## config.mk

```make
export PLATFORM = sky130hd
export DESIGN_NAME = mod_key_expander
export DESIGN_NICKNAME = d
export VERILOG_FILES = /design/src/rtl/mod_key_expander.sv
export SDC_FILE = /design/constraint.sdc
export NUM_CORES = 1
export LEC_CHECK = 0
export BUFFER_PORTS_ARGS = -buffer_cell sky130_fd_sc_hd__buf_4
export CAP_MARGIN = 20
export CORE_ASPECT_RATIO = 1.25
export CORE_UTILIZATION = 50
export CTS_CLUSTER_SIZE = 14
export DETAILED_ROUTE_END_ITERATION = 16
export GPL_ROUTABILITY_DRIVEN = 0
export GPL_TIMING_DRIVEN = 0
export HOLD_SLACK_MARGIN = 0.08
export PLACE_DENSITY = 0.77
export SETUP_SLACK_MARGIN = 0.5
export SYNTH_ARGS = -nofsm -noshare
export SYNTH_HDL_FRONTEND = slang
export SYNTH_SLANG_ARGS = --single-unit
```

## constraint.sdc

```tcl
create_clock -name clk -period 2.25 [get_ports clk]
set_clock_uncertainty 0.2 [all_clocks]
set_input_delay 0.45 -clock clk [delete_from_list [all_inputs] [get_ports clk]]
set_output_delay 0.45 -clock clk [all_outputs]
set_load 0.1 [all_outputs]
```

## src/rtl/mod_key_expander.sv

```systemverilog
// mod_key_expander
// Writer side of the round-key store. Runs the AES-256 key schedule
// (Nk=8, Nr=14) on a 256-bit cipher key and writes the 15 round keys
// (addresses 0..14) into the key RAM. SubWord goes through an external
// shared S-box port with a fixed latency of SBOX_LAT cycles.
//
// Ports:
//   clk, resetn      clock (rising edge), asynchronous active-low reset
//   start, key_in    one-cycle request and cipher key (w0 in key_in[255:224])
//   busy, done       run in progress / one-cycle pulse with the rk14 write
//   wr_en, wr_addr,  key-store write port; wr_data = {w[4r]..w[4r+3]}
//   wr_data
//   sbox_in,sbox_out external S-box request word / substituted word
//
// Build macro KEY_ZEROIZE_EN: clears the working registers after the run
// and drives wr_addr/wr_data to zero on every cycle without a write.
module mod_key_expander #(
    parameter int unsigned DATA_WIDTH = 128,
    parameter int unsigned ADDR_WIDTH = 4,
    parameter int unsigned SBOX_LAT   = 1
) (
    input  logic                  clk,
    input  logic                  resetn,
    input  logic                  start,
    input  logic [255:0]          key_in,
    output logic                  busy,
    output logic                  done,
    output logic                  wr_en,
    output logic [ADDR_WIDTH-1:0] wr_addr,
    output logic [DATA_WIDTH-1:0] wr_data,
    output logic [31:0]           sbox_in,
    input  logic [31:0]           sbox_out
);

    typedef enum logic [1:0] {IDLE, INIT0, INIT1, EXPAND} state_t;

    localparam logic [5:0]  FIRST_IDX = 6'd8;
    localparam logic [5:0]  LAST_IDX  = 6'd60;
    localparam int unsigned CW        = $clog2(SBOX_LAT + 1);

    state_t        state, state_nx;
    logic [31:0]   win [8];     // win[0] = w[i-8] ... win[7] = w[i-1]
    logic [5:0]    widx;        // index i of the word being computed
    logic [7:0]    rcon;
    logic [CW-1:0] subcnt;      // cycles spent on the current SubWord word

    logic          is_sub, is_rot, in_step, step_done;
    logic [31:0]   temp, new_w;

    // State register
    always_ff @(posedge clk or negedge resetn) begin
        if (!resetn) state <= IDLE;
        else         state <= state_nx;
    end

    // Next-state logic; EXPAND lingers one cycle at i=60 for the rk14 write
    always_comb begin
        state_nx = state;
        case (state)
            IDLE:    if (start) state_nx = INIT0;
            INIT0:   state_nx = INIT1;
            INIT1:   state_nx = EXPAND;
            EXPAND:  if (widx == LAST_IDX) state_nx = IDLE;
            default: state_nx = IDLE;
        endcase
    end

    // Word computation
    always_comb begin
        is_sub    = (widx[1:0] == 2'b00);
        is_rot    = (widx[2:0] == 3'b000);
        in_step   = (state == EXPAND) && (widx != LAST_IDX);
        // SubWord words wait until sbox_out has caught up with sbox_in
        step_done = in_step && (!is_sub || (subcnt == CW'(SBOX_LAT)));
        if (is_rot)      temp = sbox_out ^ {rcon, 24'h0};
        else if (is_sub) temp = sbox_out;
        else             temp = win[7];
        new_w = win[0] ^ temp;
    end

    // Outputs derived from state
    always_comb begin
        busy    = (state != IDLE);
        sbox_in = '0;
        if (in_step && is_sub) begin
            sbox_in = is_rot ? {win[7][23:0], win[7][31:24]} : win[7];
        end
    end

    // Datapath and registered write port
    always_ff @(posedge clk or negedge resetn) begin
        if (!resetn) begin
            win     <= '{default: '0};
            widx    <= '0;
            rcon    <= '0;
            subcnt  <= '0;
            wr_en   <= 1'b0;
            wr_addr <= '0;
            wr_data <= '0;
            done    <= 1'b0;
        end else begin
            wr_en <= 1'b0;
            done  <= 1'b0;
`ifdef KEY_ZEROIZE_EN
            wr_addr <= '0;
            wr_data <= '0;
`endif
            case (state)
                IDLE: begin
                    if (start) begin
                        for (int unsigned k = 0; k < 8; k++) begin
                            win[k] <= key_in[255 - 32*k -: 32];
                        end
                        widx    <= FIRST_IDX;
                        rcon    <= 8'h01;
                        subcnt  <= '0;
                        wr_en   <= 1'b1;
                        wr_addr <= '0;
                        wr_data <= DATA_WIDTH'(key_in[255:128]);
                    end
                end
                INIT0: begin
                    wr_en   <= 1'b1;
                    wr_addr <= ADDR_WIDTH'(1);
                    wr_data <= DATA_WIDTH'({win[4], win[5], win[6], win[7]});
                end
                INIT1: begin
                end
                EXPAND: begin
                    if (widx == LAST_IDX) begin
`ifdef KEY_ZEROIZE_EN
                        win  <= '{default: '0};
                        rcon <= '0;
`endif
                    end else if (step_done) begin
                        for (int unsigned k = 0; k < 7; k++) begin
                            win[k] <= win[k+1];
                        end
                        win[7] <= new_w;
                        widx   <= widx + 6'd1;
                        subcnt <= '0;
                        if (is_rot) begin
                            rcon <= {rcon[6:0], 1'b0} ^ (rcon[7] ? 8'h1b : 8'h00);
                        end
                        // w[4r+3] completes round key r: publish it next cycle
                        if (widx[1:0] == 2'b11) begin
                            wr_en   <= 1'b1;
                            wr_addr <= ADDR_WIDTH'(widx[5:2]);
                            wr_data <= DATA_WIDTH'({win[5], win[6], win[7], new_w});
                            done    <= (widx == LAST_IDX - 6'd1);
                        end
                    end else begin
                        subcnt <= subcnt + CW'(1);
                    end
                end
                default: begin
                end
            endcase
        end
    end

endmodule

```

==> results summary, run 1 <==
The flow did not finish. The flow stopped in global routing. The first error in the log reads "[ERROR GRT-0232] Routing congestion too high. Check the congestion heatmap in the GUI". After global routing the overflow that remains totals 3. The I/O pin count came out at 458. By area the synthesized netlist is led by sky130_fd_sc_hd__dfrtp_1 (50%), sky130_fd_sc_hd__mux2i_1 (9.2%), sky130_fd_sc_hd__o21ai_0 (6.6%), sky130_fd_sc_hd__nand2_1 (5.5%), sky130_fd_sc_hd__nor3b_1 (4.7%).

The floorplan die width is approximately 180 microns. The sequential area share after synthesis is 0.4950. The unique cell type count in the Yosys netlist came out at 43.

The total global-route track usage came out at 0.7981. The Yosys step of the flow raised 0 warnings. The worst-case clock buffer depth came out at 3. The vertical die dimension is 228.8 microns.

The floorplan has 82 rows. The share of Yosys cell area claimed by the top area cell type is 0.4950. The cell area that synthesis handed to floorplanning was 20,570 sq um. The total nets after synthesis is around 2,400. The CTS sink count came out at 407. In this run the cell area measured after placement is 25,420 sq um. The count of port buffers added during placement is 457. The total of flip-flops plus latches after synthesis came out at 407.

The root buffer cell is sky130_fd_sc_hd__clkbuf_16. The mean instance size in the synthesized netlist is between 10 and 15 sq um. The HPWL after detailed placement came out at about 70 mm. The initial utilization of the core area, before any placement, comes to 0.5102.

The number of standard cells after synthesis is 2,057. Entering global routing, the biggest net connects 120 pins. The worst endpoint from the post-global-route timing repair is sbox_in[21].

The H-tree was split into 2 levels. The cell taking the most area after synthesis is sky130_fd_sc_hd__dfrtp_1. Counting the buffers created by CTS gives 42.

After the last repair the worst path ends at an output port.
## what timing repair did
action | CTS
cloned | 20
gates resized for setup | 507
endpoints found under the setup margin | 574
setup buffers | 43
pin swaps | 32
hold buffers | 256
endpoints found under the hold margin | 329
## cells by family after synthesis
kind of cell	synth area share
flip-flops	0.4950
AO/OA/AOI/OAI	0.1899
buffers and inverters	0.04677
adder cells (fa/ha/maj)	0.003649
multiplexers	0.09250
AND/OR/NAND/NOR	0.1555
XOR/XNOR	0.01660
## synth_stat cells (all sizes together)
master and n:
dfrtp 407, nand2 299, o21ai 275, mux2i 189
clkbuf 150, nor3b 128, a221oi 104, and3 95
a221o 93, nor2 65, buf 54, a22oi 31
a21oi 28, xnor2 27, a31oi 24, inv 13
xor2 12, nand3 10, nor2b 10, o221ai 9
ha 6, nand4bb 5, nand4 4, a32o 3
nand4b 2, or4bb 2, a21boi 1, a21o 1
a311o 1, a311oi 1, and3b 1, and4 1
mux2 1, nand2b 1, nand3b 1, nor3 1
o21a 1, o32a 1
## per-layer routing
| metal | track usage | overflow |
|---|---|---|
| met4 | 0.7531 | 1 |
| met3 | 0.7202 | 0 |
| met2 | 0.9287 | 2 |
| met5 | 0.4035 | 0 |
| met1 | 0.7869 | 0 |
## metrics by stage
stage | setup TNS [ns] | setup WS [ns] | instances
after global placement | -1620.03 | -3.437 | 3060
after CTS | -148.92 | -0.6485 | 3457
after detailed placement | -258.53 | -1.028 | 3063
after floorplan | -15.25 | -0.3059 | 2057
==> run 2, diff against run 1 <==
==> config.mk (replaced) <==
export PLATFORM = sky130hd
export DESIGN_NAME = mod_key_expander
export DESIGN_NICKNAME = d
export VERILOG_FILES = /design/src/rtl/mod_key_expander.sv
export SDC_FILE = /design/constraint.sdc
export NUM_CORES = 1
export LEC_CHECK = 0
export BUFFER_PORTS_ARGS = -buffer_cell sky130_fd_sc_hd__buf_4
export CAP_MARGIN = 20
export CORE_UTILIZATION = 40
export DETAILED_ROUTE_END_ITERATION = 16
export GPL_ROUTABILITY_DRIVEN = 0
export GPL_TIMING_DRIVEN = 0
export PLACE_DENSITY_LB_ADDON = 0.15
export SYNTH_ARGS = -nofsm -noshare
export SYNTH_HDL_FRONTEND = slang
export SYNTH_SLANG_ARGS = --single-unit
==> constraint.sdc (replaced) <==
create_clock -name clk -period 2.9 [get_ports clk]
set_clock_uncertainty 0.2 [all_clocks]
set_input_delay 0.58 -clock clk [delete_from_list [all_inputs] [get_ports clk]]
set_output_delay 0.58 -clock clk [all_outputs]
set_load 0.1 [all_outputs]
==> run 2 against run 1 <==
The flow now finishes, with violations (setup timing); synthesized cell count is the same; synthesized area stayed put.
==> results summary, run 2 <==
The run finished, with violations left. The checks that failed: setup timing. Averaged over all synthesized cells, the footprint is 10.00 sq um. The tightest min-delay check is of the in2reg type. TritonCTS built the clock tree. The final layout contains routed wiring with a total length of ~100 mm.

In the final layout, the registers with the most flip-flops are win: 256 flops, wr_data: 128 flops, rcon: 8 flops. The combined area of the multi-input logic cells came out at about 9900 sq um. The synthesized design spends more area on one cell type than any other, namely sky130_fd_sc_hd__dfrtp_1. The most critical setup path has its startpoint at state[0]$_DFFE_PN0P_.

Setup repair after global routing could not meet its margin everywhere. The row count is 82. The share of Yosys cell area claimed by the top area cell type is 0.4950. The starting DRC count in detailed routing came out at between 2,000 and 3,000. The commonest cells after synthesis are sky130_fd_sc_hd__dfrtp_1 (407), sky130_fd_sc_hd__nand2_1 (299), sky130_fd_sc_hd__o21ai_0 (272). The register with the most flip-flops in the layout has 256 of them. More flip-flops sit in one register than any other, and that register is win.

The maximum fanout count along the critical path is 5. Clock-pin slew was measured on the worst setup and hold paths at 0.06 ns. For this run, asynchronously set or reset flops after synthesis account for 1.000. The kind of critical path is reg2out.

The largest net degree at the start of global routing is 108. The HPWL after detailed placement is 76.39 mm. The number of synthesized flops with an enable pin came out at 0. The detailed-routing wirelength on met1 is 39.90 mm. The startpoint of the worst-slack reg-to-reg timing path is state[0]$_DFFE_PN0P_. The wire length on met3 is approximately 11 mm. Data on the critical path is required at its endpoint by approximately 2.1 ns. The worst-skew pair later-pin latency came out at 0.60 ns. By area the synthesized netlist is led by sky130_fd_sc_hd__dfrtp_1 (50%), sky130_fd_sc_hd__mux2i_1 (9.2%), sky130_fd_sc_hd__o21ai_0 (6.6%), sky130_fd_sc_hd__nand2_1 (5.5%), sky130_fd_sc_hd__nor3b_1 (4.7%).

In the finished design, the share of the clock period the worst path needs comes to 1.047. On the final layout, the worst hold slack is approximately 0.018 ns. The final period demand of the worst path is 3.036 ns.

The area inside the core boundary is 50,480 sq um. The highest achievable clock rate is around 330 MHz. The mapped netlist covers approximately 21,000 sq um. The highest routed metal layer is met4. The via count of the first global-routing pass is 20,667. The root buffer cell is sky130_fd_sc_hd__clkbuf_16. The overall die area came out at between 50,000 and 60,000 sq um. The worst hold path begins at key_in[26]. The H-tree was split into 2 levels. The cell count after placement is 3,190. The count of port buffers added during placement came out at 457. The final global-route overflow total came out at 0. The CTS sink count is 407. Leaving out fill and tap cells, the most frequent cell in the layout is sky130_fd_sc_hd__buf_4. The vertical die dimension came out at 228.8 microns. The first-pass GRT wire length came out at 144.1 mm. The mean number of vias per cell came out at 6.396. The first-pass detailed-route iteration total is 6.

The post-layout instance count excluding filler cells came out at roughly 3,300. Dividing the detail-routed wire length by the instance count gives ~31 microns. Counting every instance in the synthesized netlist gives between 2,000 and 2,500.

The number of vias in the routed layout is 21,112. The synthesis warning total came out at 0. For this design the top-level I/O count stands at ~460.

The total global-route track usage is 0.3793. The number of CTS-inserted buffers came out at between 40 and 50. The number of antenna violations at the first check in global routing came out at 1. In this run the tightest slew margin relative to its limit is 0.2876. The worst-case clock buffer depth is 3.

The number of filler instances in the final layout came out at 4,559. At the pin with the least slew margin, the transition time is 1.069 ns. The most used flip-flop cell after synthesis is sky130_fd_sc_hd__dfrtp_1.

The number of antenna-violating nets in the routed design came out at 0. The final worst slack came out at -0.1362 ns. The register cell area after layout came out at 10,180 sq um. The number of endpoints failing setup at the final stage came out at 32. The wire length on met2 is 44.78 mm. The share of the Yosys chip area taken by registers is 0.4950. The synthesized design contains 407 register bits. The initial core utilization is 0.4076. In the layout the commonest cells are sky130_fd_sc_hd__buf_4 (455), sky130_fd_sc_hd__dfrtp_1 (407), sky130_fd_sc_hd__nand2_1 (299), sky130_fd_sc_hd__o21ai_0 (272), sky130_fd_sc_hd__mux2i_1 (160).

The number of nets in the layout came out at 2,888. The fraction of final layout cells with drive strength greater than 1 came out at 0.2844. The number of remaining DRC errors is 0. The worst setup path is captured at an output pin.

The most frequent cell after synthesis is sky130_fd_sc_hd__dfrtp_1. The launching element type of the critical path is a flop. The area added between synthesis and finish is 35.80%.

The max-cap check violation count is 0. The total nets after synthesis is around 2,400. Yosys mapped the design onto 43 distinct sky130hd cell types.

Measured along the x axis, the die boundary spans between 200 and 250 microns. The count of final max-slew check failures is 0. The arrival time of data at the critical path endpoint came out at 2.26 ns. The number of endpoints with negative hold slack in the final report came to 0.
==> run 2: cell counts after synthesis <==
Identical to the previous run, type by type.
==> run 2: cells by family (layout without fill, tap and decap cells) <==
group                      after synthesis  count (layout)  share of synthesized area
xor gates and xnor gates                39              39                    0.01660
adders and majority gates                6               6                   0.003649
and+or+nand+nor                        625             626                     0.1555
buffers and inverters                  217             786                    0.04677
muxes                                  190             190                    0.09250
other                                    0               2                          0
AOI/OAI and AO/OA                      573             573                     0.1899
DFF                                    407             407                     0.4950
==> run 2: worst paths after layout <==
check                      slack, ns  cells after the start                  endpoint
max                            -0.14                      7                sbox_in[9]
min                             0.02                      3       win[26]$_DFFE_PN0P_
max reg2reg                    -0.06                      8  wr_data[116]$_DFFE_PN0P_
min reg2reg                     0.28                      2      win[205]$_DFFE_PN0P_
max in group asynchronous       0.55                      5       win[77]$_DFFE_PN0P_
min in group asynchronous       0.32                      2  wr_data[125]$_DFFE_PN0P_
==> run 2: what timing repair did <==
item / CTS / global route
setup buffers: 11 / 12
gates cloned: 1 / 4
hold buffers: 1 / 0
pin swaps: 5 / 12
endpoints found under the hold margin: 65 / 0
setup endpoints to repair: 371 / 336
resized for setup: 200 / 111
==> run 2: through the flow <==
| stage | instance area (sq um) | worst slack [ns] | util | setup TNS, ns |
|---|---|---|---|---|
| final | 27940 | -0.1362 | 0.5535 | -2.736 |
| after CTS | 27610 | -0.2390 | 0.5470 | -7.879 |
| after global placement | 25100 | -3.146 | 0.4972 | -1335.10 |
| after global routing | 27940 | -0.1388 | 0.5534 | -2.915 |
| after detailed placement | 25220 | -0.7012 | 0.4996 | -103.12 |
| after floorplan | 20830 | -0.06180 | - | -0.5950 |
==> run 2: worst max-delay path, stage by stage, from the launching register on <==
cell and delay [ns]:
sky130_fd_sc_hd__dfrtp_1 0.41, sky130_fd_sc_hd__ha_2 0.20, sky130_fd_sc_hd__buf_6 0.12, sky130_fd_sc_hd__buf_8 0.11, sky130_fd_sc_hd__nand3_4 0.15, sky130_fd_sc_hd__clkbuf_16 0.22, sky130_fd_sc_hd__nor2_4 0.21, sky130_fd_sc_hd__buf_12 0.21
==> run 2: final cells by class <==
class	count	share of cell area
sequential	407	0.3645
buffer	201	0.04210
antenna	2	0.0001791
tap	672	0.03009
timing repair buffer	489	0.1516
clock buffer	68	0.04886
inverter	13	0.001747
multi-input combinational	1434	0.3550
clock inverter	15	0.005822
==> run 2: layer usage <==
metal  vias to the layer above  global-route usage
met5                         -                   0
met1                     10600              0.5138
li1                       8648                   -
met4                         0              0.1888
met3                       282             0.08508
met2                      1582              0.5715
Power of run 2 is not shown: default switching activity piles up to over one toggle a cycle in this logic, so the estimate is an artifact.
==> run 3, diff against run 2 <==
--- a/config.mk
+++ b/config.mk
@@ -7,10 +7,13 @@
 export LEC_CHECK = 0
 export BUFFER_PORTS_ARGS = -buffer_cell sky130_fd_sc_hd__buf_4
 export CAP_MARGIN = 20
-export CORE_UTILIZATION = 40
+export CELL_PAD_IN_SITES_DETAIL_PLACEMENT = 1
+export CELL_PAD_IN_SITES_GLOBAL_PLACEMENT = 2
+export CORE_UTILIZATION = 34
 export DETAILED_ROUTE_END_ITERATION = 16
 export GPL_ROUTABILITY_DRIVEN = 0
 export GPL_TIMING_DRIVEN = 0
+export MAX_ROUTING_LAYER = met4
 export PLACE_DENSITY_LB_ADDON = 0.15
 export SYNTH_ARGS = -nofsm -noshare
 export SYNTH_HDL_FRONTEND = slang
==> run 3 against run 2 <==
The run ends with DRC, setup timing left; sequential share of layout area down 0.31 points; core utilization down 7.9 points; global-route usage shrank 0.49 points; highest routed layer unchanged.
==> results summary, run 3 (synthesized netlist as in run 2, its figures left out) <==
The flow ran to the end, but the final reports show violations. The final reports fail on DRC, setup timing. The HPWL after detailed placement is 84.89 mm. The first detailed-routing pass ran for 12 iterations. The largest net degree at the start of global routing is 111. The final period demand of the worst path came out at 3.096 ns. In the final layout, the share of cells above drive strength 1 is 0.2856. The number of CTS-inserted buffers is 49. The via count of the first global-routing pass came out at ~21,000.

The worst setup path is launched from a flop. The worst slack at placement came out at -0.7411 ns. The overall die area is 61,500 sq um. The clock transition at the register clock pins on the worst setup and hold paths after CTS is 0.06 ns.

The final critical-path share of the clock period is 1.067. The final global-route overflow total is 0. The library cell used most frequently in the layout, excluding fill and tap cells, is sky130_fd_sc_hd__buf_4. The number of remaining DRC errors came out at 2. For the pin with the worst max-slew slack, the measured transition is 1.165 ns.

The critical path's slowest cell is sky130_fd_sc_hd__dfrtp_1. The core region is between 50,000 and 60,000 sq um. The starting DRC count in detailed routing came out at roughly 2,400. The worst-skew pair later-pin latency is about 0.60 ns. The met3 track utilization from global routing is 0.06726.

The row count is 89. STA classifies the critical path endpoint as an output pin. The number of antenna violations at the first check in global routing came out at 1. The number of H-tree branching levels came out at 2. The die is around 250 microns tall. The kind of critical path is reg2out. The number of endpoints with negative hold slack in the final report came out at 0. The number of vias in the routed layout is 21,049. CTS placed an instance of sky130_fd_sc_hd__clkbuf_16 at the clock tree root. The path class of the tightest hold or removal check is in2reg. Setup repair after global routing could not meet its margin everywhere. The maximum fanout count along the critical path is 7. The highest achievable clock rate is 323.0 MHz. The arrival time of data at the critical path endpoint is 2.32 ns. The delay of the slowest critical-path stage came out at 0.42 ns. The critical path goes through ha_2 -> buf_6 -> buf_12 -> nand3_4 -> clkbuf_16 -> nor2_4 -> buf_12. The number of antenna-violating nets in the routed design is 0. The clock tree from TritonCTS is built.

The CTS sink count is 407. The total global-route track usage is 0.3744. The worst-case clock buffer depth is 3. The post-layout instance count excluding filler cells is 3,406. The number of endpoints failing setup at the final stage is 33.

The number of flip-flops in the largest register is 256. The mean number of vias per cell is 6.180. The max-cap check violation count is 0. The area added between synthesis and finish came out at 36.97%.

The library cells used most frequently in the layout, excluding fill and tap cells, are sky130_fd_sc_hd__buf_4 (458), sky130_fd_sc_hd__dfrtp_1 (406), sky130_fd_sc_hd__nand2_1 (299), sky130_fd_sc_hd__o21ai_0 (272), sky130_fd_sc_hd__mux2i_1 (160). The routed length per placed instance came out at 33.35 microns. The required arrival time at the worst endpoint came out at ~2.1 ns.

met2 is the most crowded layer. In the global route stage, met1 resource usage came out at 0.4927. For met2 alone, demand over resource in global routing was 0.5652. The largest registers in the layout are win: 256 flops, wr_data: 128 flops, rcon: 8 flops. Counting flops per register, the top entry is win.

The count of final max-slew check failures came out at 0. The post-detailed-placement cell area is 25,360 sq um. In this design, the critical path's most frequently occurring cell is sky130_fd_sc_hd__buf_12.

The routed wire length came out at 113.6 mm. The number of filler instances in the final layout is between 6,000 and 7,000. The I/O pin count is 458. After routing the design area is about 28,000 sq um. For this run, the post-layout net count is 2,894. The count of port buffers added during placement is 457.

The final worst slack came out at -0.1956 ns. On the final layout, the worst hold slack is 0.01296 ns. In this run the tightest slew margin relative to its limit is 0.2233. Once placement completed, the tool counted placed cells totaling roughly 3,300. The initial core utilization came out at 0.3466. The floorplan step set the die width to 248.0 microns. The first-pass GRT wire length is roughly 160 mm.
[run 3: timing repair]
action / 4_1_cts / 5_1_grt
hold buffers: 4 / 0
setup buffers: 12 / 10
setup endpoints to repair: 381 / 331
gates cloned: 1 / 2
endpoints found under the hold margin: 87 / 0
gates resized for setup: 207 / 123
pin swaps: 6 / 14
[run 3: through the flow]
step	TNS, ns	utilization
after floorplan	-0.5950	-
after global placement	-1449.20	0.4250
after detailed placement	-128.93	0.4272
after CTS	-7.222	0.4684
after global routing	-5.305	0.4747
final	-4.553	0.4748
[run 3: layout make-up]
type,instances,area [sq um],area share
sequential,407,10190,0.3615
multi-input combinational,1433,9967,0.3537
timing repair buffer,492,4214,0.1495
clock buffer,72,1473,0.05226
buffer,201,1206,0.04280
tap,773,967.2,0.03432
clock inverter,12,110.1,0.003907
inverter,13,48.80,0.001732
antenna,3,7.507,0.0002664
[run 3: routing by layer]
layer / routed length [microns] / share of wire / vias up
met1: 47010 / 0.41 / 10806
met3: 9921 / 0.087 / 300
met5: 0 / 0 / -
met4: 5351 / 0.047 / 0
li1: - / - / 8658
met2: 51320 / 0.45 / 1285
[run 3: worst paths after layout]
path / from / to / slack [ns] / depth (start not counted)
worst max register to register: state[0]$_DFFE_PN0P_ / wr_addr[0]$_DFFE_PN0P_ / -0.02 / 8
worst min register to register: win[168]$_DFFE_PN0P_ / win[168]$_DFFE_PN0P_ / 0.28 / 2
worst min-delay path: key_in[105] / win[105]$_DFFE_PN0P_ / 0.01 / 2
min in group asynchronous: resetn / wr_data[30]$_DFFE_PN0P_ / 0.37 / 2
worst max-delay path: state[0]$_DFFE_PN0P_ / sbox_in[11] / -0.20 / 7
max in group asynchronous: resetn / wr_data[110]$_DFFE_PN0P_ / 1.00 / 3
[run 3: worst max-delay path, delay by kind of cell, from the launching register on]
family	cells	cell delay (ns)
buffers and inverters	4	0.68
DFF	1	0.42
and+or+nand+nor	2	0.38
adders and majority gates	1	0.21
Power of run 3 is left out for the same reason.
